$ cat config.mk
export PLATFORM = sky130hd
export DESIGN_NAME = clint_axi_lite
export DESIGN_NICKNAME = d
export VERILOG_FILES = /design/src/rtl/clint_axi_lite.sv
export SDC_FILE = /design/constraint.sdc
export NUM_CORES = 1
export LEC_CHECK = 0
export CAP_MARGIN = 20
export CORE_ASPECT_RATIO = 1.5
export CORE_MARGIN = 3
export CORE_UTILIZATION = 45
export DETAILED_ROUTE_END_ITERATION = 6
export DONT_BUFFER_PORTS = 1
export RECOVER_POWER = 50
export REMOVE_ABC_BUFFERS = 1
export SLEW_MARGIN = 30
export SYNTH_ARGS = -nofsm -noshare
export SYNTH_HDL_FRONTEND = slang
export SYNTH_HIERARCHICAL = 1
export SYNTH_SLANG_ARGS = --single-unit
$ cat constraint.sdc
create_clock -name clk -period 3.56 [get_ports clk]
set_input_delay 0.356 -clock clk [delete_from_list [all_inputs] [get_ports clk]]
set_output_delay 0.356 -clock clk [all_outputs]
set_load 0.01 [all_outputs]
$ cat src/rtl/clint_axi_lite.sv
// AXI-lite responder for the CLINT timer: mtime/mtimecmp registers and registered mtip.
// Read and write channels run as independent FSMs; writes merge byte-wise under WSTRB.

module clint_byte_merge (
  input  logic [7:0] old_byte,
  input  logic [7:0] new_byte,
  input  logic       en,
  output logic [7:0] out_byte
);
  assign out_byte = en ? new_byte : old_byte;
endmodule

module clint_axi_lite #(
  parameter int          ADDR_W   = 32,
  parameter int          DATA_W   = 64,
  parameter logic [31:0] BASE     = 32'h0200_0000,
  parameter int          TICK_DIV = 1
) (
  input  logic                  clk,
  input  logic                  rst,
  input  logic [ADDR_W-1:0]     AWADDR,
  input  logic                  AWVALID,
  output logic                  AWREADY,
  input  logic [DATA_W-1:0]     WDATA,
  input  logic [DATA_W/8-1:0]   WSTRB,
  input  logic                  WVALID,
  output logic                  WREADY,
  output logic                  BVALID,
  output logic [1:0]            BRESP,
  input  logic                  BREADY,
  input  logic [ADDR_W-1:0]     ARADDR,
  input  logic                  ARVALID,
  output logic                  ARREADY,
  output logic [DATA_W-1:0]     RDATA,
  output logic [1:0]            RRESP,
  output logic                  RVALID,
  input  logic                  RREADY,
  output logic                  mtip
);
  localparam int NB = DATA_W / 8;
  localparam int TW = (TICK_DIV > 1) ? $clog2(TICK_DIV) : 1;
  localparam logic [ADDR_W-1:0] LOW_MASK  = ADDR_W'(7);
  localparam logic [ADDR_W-1:0] CMP_ADDR  = ADDR_W'(BASE + 32'h4000) & ~LOW_MASK;
  localparam logic [ADDR_W-1:0] TIME_ADDR = ADDR_W'(BASE + 32'hBFF8) & ~LOW_MASK;

  typedef enum logic [1:0] {W_IDLE, W_HAVE_AW, W_HAVE_W, W_RESP} wstate_t;
  typedef enum logic       {R_IDLE, R_RESP} rstate_t;

  function automatic logic is_cmp(input logic [ADDR_W-1:0] a);
    return (a & ~LOW_MASK) == CMP_ADDR;
  endfunction

  function automatic logic is_time(input logic [ADDR_W-1:0] a);
    return (a & ~LOW_MASK) == TIME_ADDR;
  endfunction

  logic [DATA_W-1:0] mtime, mtimecmp;
  logic [TW-1:0]     tick_cnt;
  logic              tick;

  // ---------------- write path ----------------
  wstate_t           w_state, w_next;
  logic              aw_hs, w_hs, wr_fire, wr_is_cmp, wr_is_time;
  logic [ADDR_W-1:0] aw_addr_q, wr_addr;
  logic [DATA_W-1:0] wdata_q, wr_data, wr_old, wr_merged;
  logic [NB-1:0]     wstrb_q, wr_strb;

  assign aw_hs = AWVALID & AWREADY;
  assign w_hs  = WVALID & WREADY;

  always_ff @(posedge clk) begin
    if (rst) w_state <= W_IDLE;
    else     w_state <= w_next;
  end

  always_comb begin
    w_next = w_state;
    case (w_state)
      W_IDLE: begin
        if (aw_hs && w_hs) w_next = W_RESP;
        else if (aw_hs)    w_next = W_HAVE_AW;
        else if (w_hs)     w_next = W_HAVE_W;
      end
      W_HAVE_AW: if (w_hs)   w_next = W_RESP;
      W_HAVE_W:  if (aw_hs)  w_next = W_RESP;
      W_RESP:    if (BREADY) w_next = W_IDLE;
      default:               w_next = W_IDLE;
    endcase
  end

  always_comb begin
    AWREADY = (w_state == W_IDLE) || (w_state == W_HAVE_W);
    WREADY  = (w_state == W_IDLE) || (w_state == W_HAVE_AW);
    BVALID  = (w_state == W_RESP);
  end

  always_ff @(posedge clk) begin
    if (rst) begin
      aw_addr_q <= '0;
      wdata_q   <= '0;
      wstrb_q   <= '0;
    end else begin
      if (aw_hs) aw_addr_q <= AWADDR;
      if (w_hs) begin
        wdata_q <= WDATA;
        wstrb_q <= WSTRB;
      end
    end
  end

  // The write commits on the edge that completes the AW/W pair, so the
  // half arriving this cycle is taken live and the other from its latch.
  assign wr_fire    = (w_state != W_RESP) && (w_next == W_RESP);
  assign wr_addr    = (w_state == W_HAVE_AW) ? aw_addr_q : AWADDR;
  assign wr_data    = (w_state == W_HAVE_W)  ? wdata_q   : WDATA;
  assign wr_strb    = (w_state == W_HAVE_W)  ? wstrb_q   : WSTRB;
  assign wr_is_cmp  = is_cmp(wr_addr);
  assign wr_is_time = is_time(wr_addr);
  assign wr_old     = wr_is_time ? mtime : mtimecmp;

  for (genvar b = 0; b < NB; b++) begin : g_byte
    clint_byte_merge u_merge (
      .old_byte (wr_old[8*b +: 8]),
      .new_byte (wr_data[8*b +: 8]),
      .en       (wr_strb[b]),
      .out_byte (wr_merged[8*b +: 8])
    );
  end

  always_ff @(posedge clk) begin
    if (rst)          BRESP <= 2'b00;
    else if (wr_fire) BRESP <= (wr_is_cmp || wr_is_time) ? 2'b00 : 2'b10;
  end

  // ---------------- read path ----------------
  rstate_t r_state, r_next;
  logic    ar_hs;

  assign ar_hs = ARVALID & ARREADY;

  always_ff @(posedge clk) begin
    if (rst) r_state <= R_IDLE;
    else     r_state <= r_next;
  end

  always_comb begin
    r_next = r_state;
    case (r_state)
      R_IDLE:  if (ARVALID) r_next = R_RESP;
      R_RESP:  if (RREADY)  r_next = R_IDLE;
      default:              r_next = R_IDLE;
    endcase
  end

  always_comb begin
    ARREADY = (r_state == R_IDLE);
    RVALID  = (r_state == R_RESP);
  end

  // Captured from the pre-edge register values, so a same-cycle write is not seen.
  always_ff @(posedge clk) begin
    if (rst) begin
      RDATA <= '0;
      RRESP <= 2'b00;
    end else if (ar_hs) begin
      if (is_time(ARADDR)) begin
        RDATA <= mtime;
        RRESP <= 2'b00;
      end else if (is_cmp(ARADDR)) begin
        RDATA <= mtimecmp;
        RRESP <= 2'b00;
      end else begin
        RDATA <= '0;
        RRESP <= 2'b10;
      end
    end
  end

  // ---------------- timer ----------------
  assign tick = (tick_cnt == TW'(TICK_DIV - 1));

  always_ff @(posedge clk) begin
    if (rst) begin
      tick_cnt <= '0;
      mtime    <= '0;
      mtimecmp <= '1;
      mtip     <= 1'b0;
    end else begin
      tick_cnt <= tick ? '0 : tick_cnt + TW'(1);
      if (wr_fire && wr_is_time) mtime <= wr_merged;
      else if (tick)             mtime <= mtime + DATA_W'(1);
      if (wr_fire && wr_is_cmp)  mtimecmp <= wr_merged;
      mtip <= (mtime >= mtimecmp);
    end
  end
endmodule

# After elaboration in Yosys (flattened, before gate mapping)
# Cells that the tools add are included.
[totals]
regBits = 305
in_bits = 143
output_inout_bits = 74
[classes]
n_addsub = 2
n_lt_le_gt_ge = 1
n_eq_ne = 10
muxes = 29
n_bitwise = 5
reduce_logical = 9
[ops]
columns = ["cell", "n"]
rows = [
  ["$mux 64", 6],
  ["$eq 29x23->1 const B", 4],
  ["$mux 8", 9],
  ["$add 64x1->64 const B", 1],
  ["$ge 64x64->1", 1],
  ["$mux 32", 1],
  ["$mux 2", 9],
  ["$pmux 2 s4", 1],
  ["$eq 2x2->1 const B", 3],
  ["$logic_and 1x1->1", 4],
  ["$and 1x1->1", 3],
  ["$logic_or 1x1->1", 3],
  ["$eq 2x1->1 const B", 1],
  ["$logic_not 2->1", 1],
  ["$mux 1", 2],
  ["$ne 2x1->1 const B", 1],
  ["$ne 2x2->1 const B", 1],
  ["$not 1->1", 2],
  ["$pmux 1 s2", 1],
  ["$reduce_or 2->1", 1],
  ["$add 1x1->1 const B", 1],
]

# Depth between registers and ports, before layout
# Gate-level depths: netlist of run 1.
[depth]
ltp_word = 11
depth_mapped = 13
mapped_depth_nobuf = 10

# Cells and area by module
# The synthesis of run 1 kept the hierarchy.
[by_module_without_submodules]
columns = ["mod", "instances", "cells_per_inst", "area_each_um2", "seq_area_each_um2"]
rows = [
  ["clint_axi_lite", 1, 2000, 16059.2, 6005.8],
  ["clint_byte_merge", 8, 9, 131.4, 0.0],
]

# Worst setup path after synthesis of run 1
# OpenSTA, ideal clock, no wires.
[synth_path]
path_type = "flip-flop to flip-flop"
start = "register w_state[0]"
end = "register mtimecmp[11]"
arrival_time_ps = 2463
required_ps = 3440
path_slack_ps = 977
path_stages_with_launch = 12
cell_sequence = "dfxtp_1 > nor2b_1 > nor3_1 > a21oi_1 > nand3b_1 > clkbuf_1 > clkbuf_1 > mux2_2 > mux2_4 > inv_1 > nor2_1 > a211o_1"
[synth_lines]
columns = ["item", "line_no", "rtl"]
rows = [
  ["start, declared", "62", "wstate_t w_state, w_next;"],
  ["start signal, assigned", "73", "else w_state <= w_next;"],
  ["$eq 2x1->1", "114", "assign wr_addr = (w_state == W_HAVE_AW) ? aw_addr_q : AWADDR;"],
  ["$mux 32", "114", ""],
  ["$eq 29x23->1", "54", "return (a & ~LOW_MASK) == TIME_ADDR;"],
  ["$mux 64", "119", "assign wr_old = wr_is_time ? mtime : mtimecmp;"],
  ["named net wr_old[11]", "65", "logic [DATA_W-1:0] wdata_q, wr_data, wr_old, wr_merged;"],
  ["$mux 8", "10", "assign out_byte = en ? new_byte : old_byte;"],
  ["named net wr_merged[11]", "65", ""],
  ["end signal, assigned", "192", "if (wr_fire && wr_is_cmp) mtimecmp <= wr_merged;"],
  ["end, declared", "57", "logic [DATA_W-1:0] mtime, mtimecmp;"],
]
# The timed path passes the listed nets, and every way through them passes these cells.
# A chain may end at the register's enable or synchronous reset.

# Final worst setup path of run 1
[layout_path]
start = "register w_state[1]"
end = "register mtime[2]"
[layout_lines]
columns = ["item", "line_no", "rtl"]
rows = [
  ["$eq 2x1->1", "114", ""],
  ["$mux 32", "114", ""],
  ["$eq 29x23->1", "54", ""],
  ["$mux 64", "119", ""],
  ["named net wr_old[2]", "65", ""],
  ["$mux 8", "10", ""],
  ["named net wr_merged[2]", "65", ""],
  ["$mux 64", "190", "if (wr_fire && wr_is_time) mtime <= wr_merged;"],
  ["end signal, assigned", "190", ""],
  ["end signal, assigned", "191", "else if (tick) mtime <= mtime + DATA_W'(1);"],
  ["end, declared", "57", ""],
]
# The timed path passes the listed nets, and every way through them passes these cells.

==> reports/qor.yml, run 1 <==
clk_latency_ns: 0.58
power.density_mw_per_mm2: 373.1
dp.final_hpwl_microns: 30930
grt_remaining_overflow: 0
arrival_ns: 3.71
grt_max_degree: 185
skew_ns: 0.01316
drt-total-wl_microns: 51890
sequentialPowerShare: 0.459
antenna_found_initial: 0
postSynthAreaPerCell_sq_um: 8.258
fin_cells: 2677
clk_pin_slew_worst_paths_ns: 0.07
cts_sinks: 300
tns_ns: 0
vias_per_cell: 5.662
cts_tree: "yes"
status: "finished, violations left"
drive_gt1_frac: 0.1354
initial_core_util: 0.4609
area_delta_synth_final_pct: 18.68
pwr-share-comb: 0.103
track_usage: 0.2481
synth_edf_count: 0
power_uw: 7576
crit_family: "simple AND/OR/NAND/NOR gates"
detail_route.wl_per_cell_microns: 19.38
crit_buf_inv: 2
rsz0062_at_grt: "no"
synthArstFlopShare: 0
io_buffers: 0
p_int_uw: 5735
report.final.hold_viol_count: 0
ant_nets: 0
ys.flop_type: "dfxtp_1"
crit_path_cell_trace: "nor2b_1 > or4_1 > o41ai_2 > nand3b_1 > buf_12 > mux2_2 > mux2_4 > nor2_1 > a211oi_1 > dlygate4sd3_1"
p_leak_uw: 0.008838
hp-class: "in2reg"
seq_area_frac_synth: 0.3510
die_x_microns: 165.2
fin_crit_ns: 3.241
cts_setup_buffers: 0
critPathMaxFanout: 72
crit_slowest_cell: "dlygate4sd3_1"
synth.distinct_cells: 64
maxSlewViolCount: 194
grt_pass1_vias: 15570
drt_iter0_drc: 764
die_h_microns: 244.8
htree_levels: 1
final_cell_mix: "dfxtp_1 (300), nor2_1 (288), nand2_1 (256), a21oi_1 (191), dlygate4sd3_1 (188)"
grt_pass1_wl_microns: 81720
slew_headroom: -0.1902
crit_path_end_kind: "register"
max-vdd-ir-drop_v: 0.0003481
slowest_delay_ns: 0.57
numCtsBuffers: 31
fin_crit_sh: 0.9103
ios: 217
setup_viol: 0
p_switching_uw: 1840
layout.nets: 2378
netlist_area_sq_mm: 0.01711
die_area_sq_mm: 0.04045
row_count: 86
cap_viol_max_count: 4
gp_congestion: 0.8438
failed_checks: "capacitance limit, slew limit"
dp_cells: 2432
ys_warn_count: 6
drc: 0
cp.required_ns: 4.03
p_sw_frac: 0.2429
power_frac_clock: 0.438
core-area_sq_mm: 0.03712
n_antenna_cell: 0
crit_path_start_kind: "register"
root_buffer: "clkbuf_16"
synth_seq_cells: 300
final_common_cell: "dfxtp_1"
synthCells: 2072
worst_pin_slew_ns: 1.785
drtPass1Iterations: 5
post_dp_cell_area_sq_mm: 0.01739
fill_cells: 3454
vias: 15160
fmax_ghz: 0.3086
fin_area_sq_mm: 0.02031
worst-setup-path-type: "reg2reg"
cts_buffer_depth: 3
[flip-flops by register name, indices dropped and copies added, names as in the netlist]
name,cells
mtimecmp,64
wstrb_q,8
RVALID,1
RRESP,1
BRESP,1
wdata_q,64
tick_cnt,1
w_state,2
mtime,64
aw_addr_q,29
mtip,1
RDATA,64
[cell families after synthesis]
| logic type | count (synthesis) | synth area share |
|---|---|---|
| muxes | 197 | 0.1434 |
| and+or+nand+nor | 734 | 0.1941 |
| adders and majority gates | 65 | 0.04753 |
| buffers and inverters | 292 | 0.07137 |
| AOI/OAI and AO/OA | 424 | 0.1622 |
| other | 1 | 0.0002192 |
| xor gates and xnor gates | 59 | 0.03020 |
| DFF | 300 | 0.3510 |
[synthesized netlist by cell type, types with 4 or more instances]
master,number,area (sq um)
buf_4,7,52.55
a22oi_1,64,480.5
and4_1,8,70.07
nor4_1,19,118.9
a21o_1,7,52.55
nor4b_1,5,43.79
xor2_1,21,183.9
and3_1,10,62.56
nand2_1,257,964.7
mux2_2,129,1453
nor2_1,288,1081
nand2b_1,7,43.79
xnor2_1,38,332.8
nand3b_1,6,45.04
ha_1,65,813.3
mux2i_1,4,40.04
nand3_1,27,135.1
nor2b_1,4,25.02
a211o_1,64,560.5
a21oi_1,191,955.9
buf_2,8,40.04
o21ai_0,17,85.08
dfxtp_1,300,6006
clkbuf_1,116,435.4
nor4_2,6,75.07
nor3_1,25,125.1
nand4_1,44,275.3
mux2_4,64,960.9
buf_1,8,30.03
a211oi_1,59,442.9
inv_1,140,525.5
buf_6,11,123.9
or4_1,5,37.54
[cell type report]
type	instances	area, sq um	share of cell area
Multi-Input combinational cell	1482	9942	0.4896
Clock inverter	14	128.9	0.006346
Clock buffer	42	897.1	0.04418
Inverter	140	525.5	0.02588
Timing Repair Buffer	215	2202	0.1084
Sequential cell	300	6006	0.2957
Tap cell	484	605.6	0.02982
[stage by stage]
step / setup WS (ns) / hold WS, ns / utilization
finish: 0.3193 / 0.1759 / 0.5470
global route: 0.1320 / 0.06971 / 0.5470
floorplan: -2.385 / 0.4206 / -
detailed placement: 0.4074 / 0.4439 / 0.4684
CTS: 0.07051 / 0.06656 / 0.5475
global placement: 0.4687 / 0.4368 / 0.4684
[worst register-to-register path: cells and delay by family (launching register included)]
kind                   cells  cell delay, ns
AO/OA/AOI/OAI              2            0.17
buffers and inverters      2            0.85
flip-flops                 1            0.54
multiplexers               2            0.65
AND/OR/NAND/NOR            4            0.91
[final timing paths]
check / from / endpoint / slack (ns) / cells after the start
setup / recovery: w_state[1]$_SDFF_PP0_ / mtime[2]$_SDFFE_PP0P_ / 0.32 / 10
hold / removal: rst / mtip$_SDFF_PP0_ / 0.18 / 2
setup reg to reg: w_state[1]$_SDFF_PP0_ / mtime[2]$_SDFFE_PP0P_ / 0.32 / 10
hold reg to reg: wstrb_q[3]$_SDFFE_PP0P_ / wstrb_q[3]$_SDFFE_PP0P_ / 0.46 / 2
[routing by layer]
layer / wire (microns) / vias to the layer above / global-route usage
li1: - / 7383 / -
met1: 20550 / 7353 / 0.2825
met2: 27810 / 356 / 0.4801
met3: 2522 / 64 / 0.03242
met4: 1003 / 0 / 0.05702
met5: 0 / - / 0
[what timing repair did]
item                                   in CTS  in global routing
hold buffers                              189                  0
endpoints found under the hold margin     298                  0
gates resized for setup                     0                  1
setup endpoints to repair                   0                  5
[power groups by stage]
stage / logic, uW / clock network [uW] / registers, uW
floorplan: 451 / 0 / 3540
global placement: 567 / 0 / 3550
detailed placement: 577 / 0 / 3550
CTS: 773 / 3410 / 3480
global route: 842 / 3530 / 3480
finish: 781 / 3320 / 3480
No activity file was read; power rests on OpenSTA's default activity.
==> run 2: changes to the inputs <==
- CORE_ASPECT_RATIO: 1.5 -> 1.75
==> run 2 against run 1 <==
The flow still finishes with violations (capacitance limit, slew limit); clock-buffer cell count fell by 6; first-iteration DRC count rose by 7.2%; die area rose by 0.11%; combinational power barely moved; final cell count barely moved; critical path depth fell by 3; clock skew rose by 0.0047 ns; design area rose by 0.63%; non-clock buffer count rose by 10; critical path type unchanged; global-route usage rose by 0.50 points.
==> reports/qor.yml, run 2 (synthesis gave the netlist of run 1 again) <==
vias: 15280  # +0.82%
ant_nets: 0  # unchanged
crit_path_cell_trace: "clkbuf_1 > inv_1 > nand2_1 > buf_12 > nand2_1 > a21oi_1 > dlygate4sd3_1"
gp_congestion: 0.8697  # +3.1%
worst_pin_slew_ns: 1.555  # -0.2300 ns
antenna_found_initial: 0  # unchanged
io_buffers: 0  # unchanged
dp.final_hpwl_microns: 32870  # +6.2%
grt_pass1_wl_microns: 84660  # +3.6%
crit_path_start_kind: "register"
rsz0062_at_grt: "no"
tns_ns: 0  # unchanged
crit_slowest_cell: "nand2_1"
post_dp_cell_area_sq_mm: 0.01741  # +0.11%
finalCoreUtilization: 0.5505  # +0.003494
detail_route.wl_per_cell_microns: 19.93  # +2.8%
clk_latency_ns: 0.58  # about the same
crit_path_end_kind: "register"
status: "finished, violations left"
setup_viol: 0  # unchanged
multi_input_area_sq_mm: 0.009937  # about the same
drt_iter0_drc: 819  # +7.2%
hp-class: "in2reg"
cts_sinks: 300  # unchanged
power.density_mw_per_mm2: 379.8  # +1.8%
drive_gt1_frac: 0.1368  # +0.001325
fin_area_sq_mm: 0.02043  # +0.63%
report.final.hold_viol_count: 0  # unchanged
grt_pass1_vias: 15950  # +2.5%
row_count: 93  # +8.1%
cts_buffer_depth: 3  # unchanged
crit_buf_inv: 4  # +2
failed_checks: "capacitance limit, slew limit"
slowest_delay_ns: 0.97  # +0.40 ns
fin_crit_ns: 3.058  # -0.1827 ns
initial_core_util: 0.4609  # about the same
vias_per_cell: 5.710  # +0.86%
crit_path_frequent_cell: "nand2_1"
worst-setup-path-type: "reg2reg"
drt-total-wl_microns: 53320  # +2.8%
die_x_microns: 153.4  # -7.1%
htree_levels: 1  # unchanged
p_leak_uw: 0.008909  # +0.80%
cts_tree: "yes"
final_cell_mix: "dfxtp_1 (300), nor2_1 (288), nand2_1 (256), dlygate4sd3_1 (193), a21oi_1 (191)"
ios: 217  # unchanged
numCtsBuffers: 30  # -3.2%
grt_max_degree: 181  # -2.2%
cap_viol_max_count: 1  # -3
arrival_ns: 3.57  # -0.14 ns
maxSlewViolCount: 66  # -66%
cp.required_ns: 4.07  # +0.04 ns
clk_pin_slew_worst_paths_ns: 0.07  # about the same
critPathMaxFanout: 44  # -39%
slew_headroom: -0.03682  # +0.1534
ctsResizeCount: 0  # unchanged
root_buffer: "clkbuf_16"
area_delta_synth_final_pct: 19.43
skew_ns: 0.01790  # +0.004733 ns
fill_cells: 3486  # +0.93%
core-area_sq_mm: 0.03712  # about the same
final_common_cell: "dfxtp_1"
seqCellArea_sq_mm: 0.006006  # unchanged
n_antenna_cell: 0  # unchanged
track_usage: 0.2531  # +0.004972
crit_family: "buffers and inverters"
layout.nets: 2387  # +0.38%
fin_crit_sh: 0.8590  # -0.05131
max-vdd-ir-drop_v: 0.0003369  # -3.2%
die_h_microns: 264.0  # +7.8%
drc: 0  # unchanged
grt_remaining_overflow: 0  # unchanged
die_area_sq_mm: 0.04049  # +0.11%
fmax_ghz: 0.3270  # +6.0%
drtPass1Iterations: 5  # unchanged
[run 2: cell types whose count changed in the layout (fill, tap and decap cells not counted), moves of 2 or more]
cell           before  now
clkbuf_8            8    3
clkinv_4            0    2
buf_4              12   19
bufinv_16           2    6
dlygate4sd3_1     188  193
clkbuf_2            3    1
[run 2: final timing paths]
path | start | endpoint | slack, ns | cells past startpoint
max reg2reg | w_state[1]$_SDFF_PP0_ | wdata_q[55]$_SDFFE_PP0P_ | 0.50 | 7
min reg2reg | aw_addr_q[25]$_SDFFE_PP0P_ | aw_addr_q[25]$_SDFFE_PP0P_ | 0.45 | 2
min | BREADY | w_state[0]$_SDFF_PP0_ | 0.05 | 2
max | w_state[1]$_SDFF_PP0_ | wdata_q[55]$_SDFFE_PP0P_ | 0.50 | 7
[run 2: routing by layer]
metal  track usage  vias up  routed length, microns
met1        0.2740     7373                   20100
met2        0.4924      400                   28770
met3       0.03081      113                    2461
met4       0.09866        0                    1985
li1              -     7395                       -
met5             0        -                       0
[run 2: layout make-up]
class	count	area share
multi-input cells	1482	0.4863
flip-flops and latches	300	0.2939
repair buffers	225	0.1123
clock buffers	36	0.04035
well taps	475	0.02908
inverters	140	0.02572
clock inverters	18	0.01237
[run 2: repair_timing]
action | CTS | global route
buffers inserted | 0 | 1
endpoints found under the hold margin | 298 | 0
setup endpoints to repair | 0 | 112
hold buffers | 194 | 0
[run 2: where the power goes]
part	total [uW]	switching [uW]	internal (uW)
clock network	3500	1420	2080
logic	781	376	404
registers	3480	45.5	3430
[run 2: through the flow]
step / total power [uW] / hold WS [ns] / setup slack (ns) / instances
finish: 7760 / 0.04559 / 0.5019 / 2676
global route: 8019 / 0.02867 / 0.2375 / 2676
CTS: 7834 / 0.01316 / 0.08491 / 2675
global placement: 4120 / 0.4336 / 0.1285 / 2427
detailed placement: 4134 / 0.4411 / 0.1262 / 2427
floorplan: 3989 / 0.4206 / -2.385 / 1922
==> run 3: changes to the inputs <==
- REMOVE_ABC_BUFFERS: 1 -> not set
==> run 3 against run 2 <==
The flow still finishes with violations (capacitance limit, slew limit); worst hold slack improved by 0.15 ns; core utilization is 1.1 points lower; first-iteration DRC count down 4.3%; sequential share of layout area up 0.63 points; sequential power about the same; worst setup slack worse by 0.30 ns; wire length is 3.6% lower; clock skew down 0.0096 ns; combinational power decreased by 6.4%; flip-flop and latch count is the same; maximum frequency is 8.8% lower; final cell count fell by 1.6%.
==> reports/qor.yml, run 3 (synthesis gave the netlist of run 1 again) <==
status: "finished, violations left"
failed_checks: "capacitance limit, slew limit"
antenna_found_initial: 0  # unchanged
drtPass1Iterations: 5  # unchanged
gp_congestion: 0.8579  # -1.4%
crit_buf_inv: 5  # +1
htree_levels: 1  # unchanged
crit_family: "buffers and inverters"
track_usage: 0.2430  # -0.01007
drt-total-wl_microns: 51390  # -3.6%
fin_crit_ns: 3.353  # +0.2950 ns
fmax_ghz: 0.2982  # -8.8%
crit_path_cell_trace: "buf_4 > nand2b_1 > o41ai_1 > buf_4 > nand3b_1 > buf_12 > mux2_2 > mux2_4 > inv_1 > nor2_1 > a211o_1 > dlygate4sd3_1"
setup_viol: 0  # unchanged
worst-setup-path-type: "reg2reg"
grt_max_degree: 187  # +3.3%
ios: 217  # unchanged
arrival_ns: 3.83  # +0.26 ns
holdPathStages: 2  # unchanged
io_buffers: 0  # unchanged
vias: 14970  # -2.0%
crit_path_end_kind: "register"
root_buffer: "clkbuf_16"
grt_remaining_overflow: 0  # unchanged
maxSlewViolCount: 139  # +110%
vias_per_cell: 5.687  # -0.41%
slowest_delay_ns: 0.55  # -0.42 ns
layout.nets: 2340  # -2.0%
drc: 0  # unchanged
fin_crit_sh: 0.9419  # +0.08288
ant_nets: 0  # unchanged
clk_pin_slew_worst_paths_ns: 0.06  # about the same
grt_pass1_vias: 15220  # -4.6%
cp.required_ns: 4.03  # -0.04 ns
cts_setup_buffers: 0  # unchanged
clk_latency_ns: 0.58  # about the same
cp_num_cells: 12  # +5
numCtsBuffers: 31  # +3.3%
critPathMaxFanout: 72  # +64%
drt_iter0_drc: 784  # -4.3%
initial_core_util: 0.4609  # unchanged
die_h_microns: 264.0  # unchanged
detail_route.wl_per_cell_microns: 19.52  # -2.1%
drive_gt1_frac: 0.1364  # -0.0003924
final_common_cell: "dfxtp_1"
core-area_sq_mm: 0.03712  # unchanged
grt_pass1_wl_microns: 81160  # -4.1%
critPathLaunch: "w_state[1]$_SDFF_PP0_"
hp-start: "rst"
max-vdd-ir-drop_v: 0.0003498  # +3.8%
area_delta_synth_final_pct: 16.94
rsz0062_at_grt: "no"
worst_pin_slew_ns: 1.931  # +0.3757 ns
worst-r2r-cell-count: 12  # +5
crit_path_start_kind: "register"
cts_tree: "yes"
cap_viol_max_count: 3  # +2
cts_sinks: 300  # unchanged
skew_ns: 0.008268  # -0.009627 ns
dpl_worst_slack_ns: 0.6304  # +0.5043 ns
dp.final_hpwl_microns: 32770  # -0.30%
fill_cells: 3485  # -0.029%
final_cell_mix: "dfxtp_1 (300), nor2_1 (288), nand2_1 (256), a21oi_1 (191), dlygate4sd3_1 (155)"
die_x_microns: 153.4  # unchanged
crit_path_frequent_cell: "buf_4"
power_uw: 7776  # +0.20%
row_count: 93  # unchanged
cts_buffer_depth: 3  # unchanged
tns_ns: 0  # unchanged
r2r-start: "w_state[1]$_SDFF_PP0_"
hold_slack_ns: 0.1961  # +0.1505 ns
hp-class: "in2reg"
slew_headroom: -0.2873  # -0.2504
p_leak_uw: 0.008711  # -2.2%
crit_slowest_cell: "dlygate4sd3_1"
setup_slack_ns: 0.2069  # -0.2950 ns
report.final.hold_viol_count: 0  # unchanged
power.density_mw_per_mm2: 388.6  # +2.3%
die_area_sq_mm: 0.04049  # unchanged
[run 3: worst reg2reg max path, stage by stage, from the launching register on]
cell and delay, ns:
dfxtp_1 0.31, buf_4 0.18, nand2b_1 0.22, o41ai_1 0.38, buf_4 0.22, nand3b_1 0.13, buf_12 0.27, mux2_2 0.34
mux2_4 0.27, inv_1 0.05, nor2_1 0.04, a211o_1 0.28, dlygate4sd3_1 0.55
[run 3: stage by stage]
stage,instances,util,cell area [sq um]
2_1_floorplan,2074,-,17120
3_3_place_gp,2418,0.4669,17330
3_5_place_dp,2418,0.4670,17340
4_1_cts,2631,0.5396,20030
5_1_grt,2631,0.5389,20000
6_report,2633,0.5390,20010
[run 3: what timing repair did]
item / in CTS / in global routing
endpoints found under the hold margin: 298 / 0
hold buffers: 156 / 0
endpoints found under the setup margin: 0 / 1
resized for setup: 0 / 1
[run 3: area by class of cell]
class	instances	area, sq um	area share
Tap cell	475	594.3	0.02970
Clock inverter	16	220.2	0.01101
Multi-Input combinational cell	1482	9953	0.4975
Sequential cell	300	6006	0.3002
Clock buffer	41	893.4	0.04465
Antenna cell	2	5.005	0.0002501
Inverter	140	525.5	0.02626
Timing Repair Buffer	177	1810	0.09049
[run 3: layer usage]
metal	routed length [microns]	share of wire	up-vias	global-route usage
li1	-	-	7320	-
met1	19380	0.38	7227	0.2605
met2	28090	0.55	330	0.4772
met3	2148	0.042	97	0.03311
met4	1770	0.034	0	0.08672
met5	0	0	-	0
[run 3: path summary, 6_finish.rpt]
kind / endpoint / slack [ns]
worst max-delay path: mtimecmp[5]$_SDFFE_PP1P_ / 0.21
worst max register to register: mtimecmp[5]$_SDFFE_PP1P_ / 0.21
worst min register to register: wstrb_q[2]$_SDFFE_PP0P_ / 0.45
worst min-delay path: mtip$_SDFF_PP0_ / 0.20
[run 3: power by group]
part / switching (uW) / total [uW] / internal (uW)
registers: 45.2 / 3480 / 3430
logic: 372 / 731 / 359
clock network: 1450 / 3570 / 2120
